--- config.mk ---
export PLATFORM = sky130hd
export DESIGN_NAME = mem_port_arbiter_flat
export DESIGN_NICKNAME = d
export VERILOG_FILES = /design/src/rtl/mem_port_arbiter_if.sv /design/src/rtl/mem_port_arbiter.sv /design/src/flat_wrapper.sv
export SDC_FILE = /design/constraint.sdc
export NUM_CORES = 1
export LEC_CHECK = 0
export BUFFER_PORTS_ARGS = -buffer_cell sky130_fd_sc_hd__buf_2
export CAP_MARGIN = 10
export CORE_MARGIN = 5
export CORE_UTILIZATION = 46
export CTS_CLUSTER_DIAMETER = 50
export DETAILED_ROUTE_END_ITERATION = 8
export HOLD_SLACK_MARGIN = 0.05
export PLACE_DENSITY_LB_ADDON = 0.25
export SLEW_MARGIN = 40
export SYNTH_ARGS = -nofsm -noshare
export SYNTH_HDL_FRONTEND = slang
export SYNTH_SLANG_ARGS = --single-unit
--- constraint.sdc ---
create_clock -name clock -period 5.2 [get_ports clock]
set_input_delay 0.52 -clock clock [delete_from_list [all_inputs] [get_ports clock]]
set_output_delay 0.52 -clock clock [all_outputs]
set_load 0.1 [all_outputs]
--- src/rtl/mem_port_arbiter_if.sv ---
// Bundle of the fetch, data and memory-port signals around the IF/MEM port arbiter.
interface mem_port_arbiter_if #(
  parameter int unsigned ADDR_W = 32,
  parameter int unsigned DATA_W = 32
);
  logic              if_req;
  logic [ADDR_W-1:0] if_addr;
  logic [DATA_W-1:0] if_rdata;
  logic              if_done;
  logic              if_stall;

  logic              mem_req;
  logic              mem_we;
  logic [ADDR_W-1:0] mem_addr;
  logic [DATA_W-1:0] mem_wdata;
  logic [DATA_W-1:0] mem_rdata;
  logic              mem_done;
  logic              mem_stall;

  logic              port_valid;
  logic              port_we;
  logic [ADDR_W-1:0] port_addr;
  logic [DATA_W-1:0] port_wdata;
  logic              port_ready;
  logic [DATA_W-1:0] port_rdata;

  logic              busy;

  // Arbiter side.
  modport slave (
    input  if_req, if_addr, mem_req, mem_we, mem_addr, mem_wdata, port_ready, port_rdata,
    output if_rdata, if_done, if_stall, mem_rdata, mem_done, mem_stall,
    output port_valid, port_we, port_addr, port_wdata, busy
  );

  // Pipeline and memory side.
  modport master (
    output if_req, if_addr, mem_req, mem_we, mem_addr, mem_wdata, port_ready, port_rdata,
    input  if_rdata, if_done, if_stall, mem_rdata, mem_done, mem_stall,
    input  port_valid, port_we, port_addr, port_wdata, busy
  );
endinterface

--- src/rtl/mem_port_arbiter.sv ---
// Shares one variable-latency memory port between instruction fetch and the MEM stage.
// MEM has priority, but IF is forced through after MAX_STREAK back-to-back MEM grants.
module mem_port_arbiter #(
  parameter int unsigned ADDR_W     = 32,
  parameter int unsigned DATA_W     = 32,
  parameter int unsigned MAX_STREAK = 3
) (
  input logic              clock,
  input logic              reset,
  mem_port_arbiter_if.slave bus
);
  localparam int unsigned STREAK_W = $clog2(MAX_STREAK + 1);
  localparam logic [STREAK_W-1:0] STREAK_LIMIT = STREAK_W'(MAX_STREAK);

  typedef enum logic [1:0] {StIdle, StGntIf, StGntMem, StDone} state_e;

  state_e              state_q, state_d;
  logic [STREAK_W-1:0] streak_q, streak_d;
  logic                port_valid_q, port_valid_d;
  logic                port_we_q, port_we_d;
  logic [ADDR_W-1:0]   port_addr_q, port_addr_d;
  logic [DATA_W-1:0]   port_wdata_q, port_wdata_d;
  logic [DATA_W-1:0]   if_rdata_q, if_rdata_d;
  logic [DATA_W-1:0]   mem_rdata_q, mem_rdata_d;
  logic                if_done_q, if_done_d;
  logic                mem_done_q, mem_done_d;
  logic                grant_if, grant_mem;

  // Next-state, port registers, completion capture and starvation counter.
  always_comb begin
    state_d      = state_q;
    port_valid_d = port_valid_q;
    port_we_d    = port_we_q;
    port_addr_d  = port_addr_q;
    port_wdata_d = port_wdata_q;
    if_rdata_d   = if_rdata_q;
    mem_rdata_d  = mem_rdata_q;
    if_done_d    = 1'b0;
    mem_done_d   = 1'b0;
    grant_if     = 1'b0;
    grant_mem    = 1'b0;

    unique case (state_q)
      StIdle: begin
        if (bus.if_req && (!bus.mem_req || streak_q == STREAK_LIMIT)) begin
          grant_if     = 1'b1;
          state_d      = StGntIf;
          port_valid_d = 1'b1;
          port_we_d    = 1'b0;
          port_addr_d  = bus.if_addr;
          port_wdata_d = '0;
        end else if (bus.mem_req) begin
          grant_mem    = 1'b1;
          state_d      = StGntMem;
          port_valid_d = 1'b1;
          port_we_d    = bus.mem_we;
          port_addr_d  = bus.mem_addr;
          port_wdata_d = bus.mem_wdata;
        end
      end
      StGntIf: begin
        if (bus.port_ready) begin
          if_rdata_d   = bus.port_rdata;
          if_done_d    = 1'b1;
          port_valid_d = 1'b0;
          state_d      = StDone;
        end
      end
      StGntMem: begin
        if (bus.port_ready) begin
          // Stores leave the last load data visible to the pipeline.
          if (!port_we_q) begin
            mem_rdata_d = bus.port_rdata;
          end
          mem_done_d   = 1'b1;
          port_valid_d = 1'b0;
          port_we_d    = 1'b0;
          state_d      = StDone;
        end
      end
      StDone: begin
        // Requesters still see their old req here; never re-grant it.
        state_d = StIdle;
      end
      default: state_d = StIdle;
    endcase

    // Only MEM grants that actually overtook a waiting fetch count toward the streak.
    if (!bus.if_req || grant_if) begin
      streak_d = '0;
    end else if (grant_mem) begin
      streak_d = streak_q + STREAK_W'(1);
    end else begin
      streak_d = streak_q;
    end
  end

  // State and output registers; reset abandons any access in flight.
  always_ff @(posedge clock or posedge reset) begin
    if (reset) begin
      state_q      <= StIdle;
      streak_q     <= '0;
      port_valid_q <= 1'b0;
      port_we_q    <= 1'b0;
      port_addr_q  <= '0;
      port_wdata_q <= '0;
      if_rdata_q   <= '0;
      mem_rdata_q  <= '0;
      if_done_q    <= 1'b0;
      mem_done_q   <= 1'b0;
    end else begin
      state_q      <= state_d;
      streak_q     <= streak_d;
      port_valid_q <= port_valid_d;
      port_we_q    <= port_we_d;
      port_addr_q  <= port_addr_d;
      port_wdata_q <= port_wdata_d;
      if_rdata_q   <= if_rdata_d;
      mem_rdata_q  <= mem_rdata_d;
      if_done_q    <= if_done_d;
      mem_done_q   <= mem_done_d;
    end
  end

  assign bus.port_valid = port_valid_q;
  assign bus.port_we    = port_we_q;
  assign bus.port_addr  = port_addr_q;
  assign bus.port_wdata = port_wdata_q;
  assign bus.if_rdata   = if_rdata_q;
  assign bus.mem_rdata  = mem_rdata_q;
  assign bus.if_done    = if_done_q;
  assign bus.mem_done   = mem_done_q;
  assign bus.if_stall   = bus.if_req & ~if_done_q;
  assign bus.mem_stall  = bus.mem_req & ~mem_done_q;
  assign bus.busy       = (state_q != StIdle);
endmodule
--- src/flat_wrapper.sv ---
// flat-port wrapper written by rule: the top's interface ports become plain ports
module mem_port_arbiter_flat 
#(
  parameter int unsigned ADDR_W     = 32,
  parameter int unsigned DATA_W     = 32,
  parameter int unsigned MAX_STREAK = 3
)
  (clock, reset, bus_if_req, bus_if_addr, bus_mem_req, bus_mem_we, bus_mem_addr, bus_mem_wdata, bus_port_ready, bus_port_rdata, bus_if_rdata, bus_if_done, bus_if_stall, bus_mem_rdata, bus_mem_done, bus_mem_stall, bus_port_valid, bus_port_we, bus_port_addr, bus_port_wdata, bus_busy);
  mem_port_arbiter_if #(.ADDR_W(ADDR_W), .DATA_W(DATA_W)) bus_i ();
  input logic clock;
  input logic reset;
  input wire logic [$bits(bus_i.if_req)-1:0] bus_if_req;
  input wire logic [$bits(bus_i.if_addr)-1:0] bus_if_addr;
  input wire logic [$bits(bus_i.mem_req)-1:0] bus_mem_req;
  input wire logic [$bits(bus_i.mem_we)-1:0] bus_mem_we;
  input wire logic [$bits(bus_i.mem_addr)-1:0] bus_mem_addr;
  input wire logic [$bits(bus_i.mem_wdata)-1:0] bus_mem_wdata;
  input wire logic [$bits(bus_i.port_ready)-1:0] bus_port_ready;
  input wire logic [$bits(bus_i.port_rdata)-1:0] bus_port_rdata;
  output wire logic [$bits(bus_i.if_rdata)-1:0] bus_if_rdata;
  output wire logic [$bits(bus_i.if_done)-1:0] bus_if_done;
  output wire logic [$bits(bus_i.if_stall)-1:0] bus_if_stall;
  output wire logic [$bits(bus_i.mem_rdata)-1:0] bus_mem_rdata;
  output wire logic [$bits(bus_i.mem_done)-1:0] bus_mem_done;
  output wire logic [$bits(bus_i.mem_stall)-1:0] bus_mem_stall;
  output wire logic [$bits(bus_i.port_valid)-1:0] bus_port_valid;
  output wire logic [$bits(bus_i.port_we)-1:0] bus_port_we;
  output wire logic [$bits(bus_i.port_addr)-1:0] bus_port_addr;
  output wire logic [$bits(bus_i.port_wdata)-1:0] bus_port_wdata;
  output wire logic [$bits(bus_i.busy)-1:0] bus_busy;
  assign bus_i.if_req = bus_if_req;
  assign bus_i.if_addr = bus_if_addr;
  assign bus_i.mem_req = bus_mem_req;
  assign bus_i.mem_we = bus_mem_we;
  assign bus_i.mem_addr = bus_mem_addr;
  assign bus_i.mem_wdata = bus_mem_wdata;
  assign bus_i.port_ready = bus_port_ready;
  assign bus_i.port_rdata = bus_port_rdata;
  assign bus_if_rdata = bus_i.if_rdata;
  assign bus_if_done = bus_i.if_done;
  assign bus_if_stall = bus_i.if_stall;
  assign bus_mem_rdata = bus_i.mem_rdata;
  assign bus_mem_done = bus_i.mem_done;
  assign bus_mem_stall = bus_i.mem_stall;
  assign bus_port_valid = bus_i.port_valid;
  assign bus_port_we = bus_i.port_we;
  assign bus_port_addr = bus_i.port_addr;
  assign bus_port_wdata = bus_i.port_wdata;
  assign bus_busy = bus_i.busy;
  mem_port_arbiter #(.ADDR_W(ADDR_W), .DATA_W(DATA_W), .MAX_STREAK(MAX_STREAK)) u_core (.clock(clock), .reset(reset), .bus(bus_i));
endmodule
==> results of run 1 <==
## through the flow
step / cell area, µm² / hold slack, ns / std cells
after floorplan: 5519 / 0.5101 / 437
after global placement: 6918 / 0.4829 / 824
after detailed placement: 6922 / 0.4862 / 824
after CTS: 7565 / 0.2963 / 856
after global routing: 7567 / 0.2508 / 856
final: 7567 / 0.1827 / 856
## critical path, cell delays in order
cell	delay, ns
buf_2	0.60
inv_2	0.44
nor2_1	0.19
buf_2	0.44
## registers in the layout, summed over array words and instances, names as in the netlist
signal / cells
u_core.bus.port_we: 1
u_core.bus.port_valid: 1
u_core.bus.if_done: 1
u_core.bus.mem_done: 1
u_core.streak_q: 2
u_core.state_q: 2
u_core.bus.port_wdata: 32
u_core.bus.if_rdata: 32
u_core.bus.port_addr: 32
u_core.bus.mem_rdata: 32
## worst paths after layout
path                                          startpoint                   endpoint
max in group asynchronous                          reset   u_core.bus.port_addr[20]
worst max register to register         u_core.state_q[1]   u_core.bus.port_addr[10]
worst min-delay path                               reset   u_core.bus.mem_rdata[21]
min in group clock                     bus_mem_wdata[20]  u_core.bus.port_wdata[20]
worst max-delay path                          bus_if_req               bus_if_stall
worst min register to register  u_core.bus.port_wdata[3]   u_core.bus.port_wdata[3]
## cell usage in the layout (no fill, tap or decap), types with 5 or more instances in the layout
cell       instances
buf_2            268
dfrtp_1          136
mux2_2            65
a21oi_1           37
nor2_1            34
a22o_1            32
a31oi_1           32
o21ai_0           29
clkbuf_16         17
buf_4              6
inv_1              5
ha_1               5
clkbuf_8           5
## metal layers
layer	vias to the layer above	wire length (µm)
met5	-	0
met4	0	376
met3	35	1281
met2	203	8093
met1	2269	5897
li1	2094	-
## kinds of logic after synthesis
group                      count (synthesis)
AOI/OAI and AO/OA                        140
DFF                                      136
muxes                                     68
and+or+nand+nor                           47
buffers and inverters                     41
adders and majority gates                  5
## cell type report
| class | instances | area, µm² |
|---|---|---|
| fill | 980 | 4294 |
| sequential | 136 | 3403 |
| multi-input combinational | 260 | 1917 |
| timing repair buffer | 274 | 1386 |
| clock buffer | 25 | 505.5 |
| tap | 147 | 183.9 |
| clock inverter | 7 | 137.6 |
| inverter | 7 | 33.78 |
==> results_dict.tcl, run 1 <==
set metrics [dict create \
    status "complete, no violations" \
    grt_use_met1_pct 25.56 \
    xor_xnor_share_of_the_synthesized_area_pct 0 \
    holdCritPathClass "in -> async" \
    drc 0 \
    clock_sinks 136 \
    crit_required_ns 4.68 \
    core_area_um2 11860 \
    syn_area_um2 5519 \
    cts.reportedPaths.clkPinSlew_ns 0.06 \
    cts_max_path_buffers 2 \
    worst-path-max-fanout 39 \
    placement.io_buffers 268 \
    post_drt_wl_per_cell_um 18.28 \
    synth_async_sr_flop_share_pct 100.0 \
    die_y_um 119.5 \
    capturing_element_type_of_the_critical_path "output pin" \
    synth.ff_latch_count 136 \
    first_pass_grt_wire_length_mm 24.66 \
    place.detailed.hpwl_mm 10.94 \
    finClkSkew_ns 0.006008 \
    synth.cells.most_frequent "dfrtp_1, mux2_2, a21oi_1" \
    detail_route.iter0.violations 256 \
    synth_compound_gate_area_share_pct 15.98 \
    antenna_left 0 \
    num_rows 40 \
    yosysWarningCount 0 \
    post_cts_hold_buffer_count 0 \
    pin_count_of_the_biggest_net_entering_global_routing 91 \
    crit_arrival_ns 2.21 \
    totalNegativeSetupSlack_ns 0 \
    tritoncts "yes" \
    synth.avg_cell_area_um2 12.63 \
    yosysSeqAreaShare_pct 61.66 \
    fin_crit_sh_pct 52.50 \
    grt_pass1_vias 4820 \
    antenna-diode-count 0 \
    floorplan.die.width_um 119.5 \
    floorplan.initialDensity_pct 46.53 \
    design.die.area_um2 14290 \
    drv_cap 0 \
    worst_slew_margin_rel_pct 48.00 \
    total_number_of_h_tree_levels 4 \
    synth_adder_area_share_pct 1.134 \
    clock.fmax_mhz 366.3 \
    setup.reg_to_reg.worst_slack_ns 3.31 \
    groute.layer.met2.usage_pct 37.04 \
    area_growth_pct 37.11 \
    timing.final.setup_violations 0 \
    hold_viol_final 0 \
    cts-root-buf "clkbuf_16" \
    final-max-slew-violation-count 0 \
    synthDistinctLibCells 28 \
    drive_gt1_share_pct 53.03 \
    postSynthCellCount 437 \
    layout_setup_ws_ns 2.470 \
    setup.worst_path.class "in -> out" \
    cts.repair.resized 0 \
    ys.flop_type "dfrtp_1" \
    top_cells_by_area_synth "dfrtp_1, mux2_2, a22o_1, a31oi_1, a21oi_1" \
    share_of_yosys_cell_area_claimed_by_the_top_area_cell_type_pct 61.66 \
    grt_use_met3_pct 7.681 \
    post_cts.repair.setup_buffers 0 \
    cts_buffers 17 \
    busiest_layer "met2" \
    drt-pass1-iter-count 5 \
    worst_skew_pair.late_latency_ns 0.41 \
    post_synth_mux_area_share_pct 13.83 \
    finish.utilization_pct 63.80 \
    grt_total_ovfl 0 \
    combinational_family_with_the_most_area_after_synthesis "compound AO/OA/AOI/OAI gates" \
    measured_slew_at_the_worst_slew_check_pin_ns 0.7801 \
    post-place-ws_ns 2.536 \
    grt_setup_unrepaired "false" \
    global_route.usage.total_pct 21.83 \
    vias 4601 \
    rr_worst_depth 5 \
    final_nets 835 \
    num_io_pins 269 \
    totalWireLength_mm 15.65 \
    synthDominantAreaCellType "dfrtp_1" \
    critical_path.startpoint_type "input port" \
    gp_congestion 0.8453 \
    synth_fp_nets 576 \
    yosys.cell_count.top_type "dfrtp_1" \
    count_of_flip_flops_with_a_built_in_enable_after_synthesis 0 \
    vias_per_cell 5.375 \
    finalCriticalPeriod_ns 2.730 \
    synth-simple-area-share_pct 3.627 \
    number_of_antenna_violations_at_the_first_check_in_global_routing 0 \
]
Power of run 1 is left out: the tool's default activity adds up to more than one toggle a clock period on the data nets, which glitch-free logic cannot reach.
==> run 2: changes to the inputs <==
ABC_AREA = 1   (was unset)
CORE_UTILIZATION = 43   (was 46)
clock period = 2.35 ns   (was 5.2 ns; I/O delays follow)
==> results_dict.tcl, run 2 <==
set metrics [dict create \
    cts.reportedPaths.clkPinSlew_ns 0.06 \
    postSynthCellCount 686 \
    crit_arrival_ns 1.73 \
    critical_path.startpoint_type "flip-flop" \
    share_of_yosys_cell_area_claimed_by_the_top_area_cell_type_pct 57.11 \
    num_io_pins 269 \
    global_route.usage.total_pct 20.74 \
    rr_worst_depth 7 \
    timing.critical_path.cells "inv_1 > ha_1 > inv_2 > buf_2" \
    timing.final.setup_violations 0 \
    clock.fmax_mhz 507.8 \
    status "complete, no violations" \
    place.detailed.hpwl_mm 11.48 \
    cts_buffers 17 \
    detail_route.iter0.violations 346 \
    measured_slew_at_the_worst_slew_check_pin_ns 0.6485 \
    design.die.area_um2 16310 \
    mostFrequentLayoutCells "buf_2, nand2_1, dfrtp_1, inv_1, nand3_1" \
    worst_hold_path.endpoint "u_core.bus.port_wdata[12]" \
    totalWireLength_mm 16.77 \
    ys.flop_type "dfrtp_1" \
    clock_sinks 136 \
    die_y_um 127.7 \
    hold_path.startpoint "bus_mem_wdata[12]" \
    regToRegStartpoint "u_core.state_q[0]" \
    whs_ns 0.06823 \
    cts-root-buf "clkbuf_16" \
    totalNegativeSetupSlack_ns 0 \
    synth_fp_nets 825 \
    syn_area_um2 5959 \
    count_of_flip_flops_with_a_built_in_enable_after_synthesis 0 \
    finClkSkew_ns 0.006876 \
    top_cells_by_area_synth "dfrtp_1, nand2_1, nand3_1, inv_1, nand3b_1" \
    pin_count_of_the_biggest_net_entering_global_routing 79 \
    final_nets 1095 \
    tritoncts "yes" \
    setup.reg_to_reg.worst_slack_ns 0.59 \
    fin_crit_sh_pct 83.79 \
    num_rows 43 \
    antenna-diode-count 0 \
    synth_async_sr_flop_share_pct 100.0 \
    rr_endpoint "u_core.bus.port_wdata[7]" \
    drv_cap 0 \
    synth.ff_latch_count 136 \
    setup.worst_path.class "reg -> out" \
    floorplan.initialDensity_pct 43.44 \
    grt_total_ovfl 0 \
    placement.io_buffers 268 \
    grt_setup_unrepaired "false" \
    capturing_element_type_of_the_critical_path "output pin" \
    yosysWarningCount 0 \
    drt-pass1-iter-count 5 \
    synthDominantAreaCellType "dfrtp_1" \
    synth.avg_cell_area_um2 8.687 \
    cts_max_path_buffers 2 \
    core_area_um2 13720 \
    vias 5453 \
    final-max-slew-violation-count 0 \
    crit_required_ns 2.12 \
    drive_gt1_share_pct 33.64 \
    vias_per_cell 4.746 \
    hold_depth 3 \
    first_pass_grt_wire_length_mm 27.01 \
    floorplan.die.width_um 127.7 \
    post_drt_wl_per_cell_um 14.60 \
    worst_skew_pair.late_latency_ns 0.41 \
    drc 0 \
    crit_path_max_incr_delay_ns 0.45 \
    cp.buffers_inverters 3 \
    hold_viol_final 0 \
    grt_pass1_vias 5384 \
    post-place-ws_ns 0.6011 \
    post_cts.repair.setup_buffers 0 \
    area_growth_pct 37.77 \
    gp_congestion 0.8463 \
    total_number_of_h_tree_levels 4 \
    critical_path.slowest_cell "buf_2" \
    antenna_left 0 \
    holdCritPathClass "in -> reg" \
    layout_setup_ws_ns 0.3809 \
    synth.cells.most_frequent "nand2_1, dfrtp_1, inv_1" \
    yosysSeqAreaShare_pct 57.11 \
    finalCriticalPeriod_ns 1.969 \
    cp_top_family "buffers and inverters" \
    worst_slew_margin_rel_pct 56.77 \
    yosys.cell_count.top_type "nand2_1" \
    worst-path-max-fanout 6 \
    layout.cells.most_common "buf_2" \
    number_of_antenna_violations_at_the_first_check_in_global_routing 0 \
    synthDistinctLibCells 23 \
]
## run 2: changes by cell type in the layout (fill, tap and decap cells not counted), sizes merged, moves of 17 or more
| cell | delta |
|---|---|
| mux2 | -66 |
| o21ai | +32 |
| a21oi | -37 |
| nor2 | -31 |
| a22o | -32 |
| nand2 | +246 |
| nand3 | +67 |
| a31oi | -32 |
| nand3b | +32 |
| inv | +71 |
| dlygate4sd3 | +17 |
## run 2: cell type report
class,count,area [µm²]
clock buffer,21,470.5
clock inverter,11,146.4
fill,1259,5509
inverter,79,302.8
multi-input combinational,430,2036
sequential,136,3403
tap,180,225.2
timing repair buffer,292,1627
## run 2: how the worst max path moves through the flow
stage	from	endpoint	slack, ns	cells past startpoint
finish	u_core.state_q[0]	bus_busy	0.38	4
detailed placement	u_core.state_q[0]	u_core.bus.port_addr[19]	0.60	7
global route	u_core.state_q[0]	bus_busy	0.26	4
floorplan	reset	u_core.bus.if_done	0.42	1
CTS	u_core.state_q[0]	bus_busy	0.36	4
global placement	u_core.state_q[0]	u_core.bus.port_addr[0]	0.39	7
## run 2: cell families (layout without fill, tap and decap cells)
group | count (synthesis) | in the layout | synth area share, %
AO/OA/AOI/OAI | 67 | 67 | 5.816
XOR/XNOR | 1 | 1 | 0.1470
adder cells (fa/ha/maj) | 5 | 5 | 1.050
buffers and inverters | 120 | 403 | 8.944
flip-flops | 136 | 136 | 57.11
AND/OR/NAND/NOR | 357 | 357 | 26.94
## run 2: through the flow
stage / instances / utilization, % / instance area [µm²]
after global routing: 1149 / 59.85 / 8210
final: 1149 / 59.85 / 8210
after detailed placement: 1100 / 54.11 / 7423
after CTS: 1149 / 59.85 / 8210
after floorplan: 686 / - / 5968
after global placement: 1100 / 54.07 / 7418
## run 2: per-layer routing
metal  vias up  wire length, µm  global-route usage (%)
li1       2689                -                       -
met2       216             7960                   32.87
met1      2513             6732                   26.59
met4         0              427                   7.615
met3        35             1649                   6.917
met5         -                0                       0
## run 2: repair_timing
action	in CTS	in global routing
hold buffers	17	0
gates resized for setup	0	0
endpoints found under the hold margin	152	0
## run 2: tightest hold or removal path, delay by kind of cell
| family | cells | cell delay [ns] |
|---|---|---|
| AND/OR/NAND/NOR | 2 | 0.13 |
| buffers and inverters | 1 | 0.08 |
Power of run 2 is left out for the same reason.
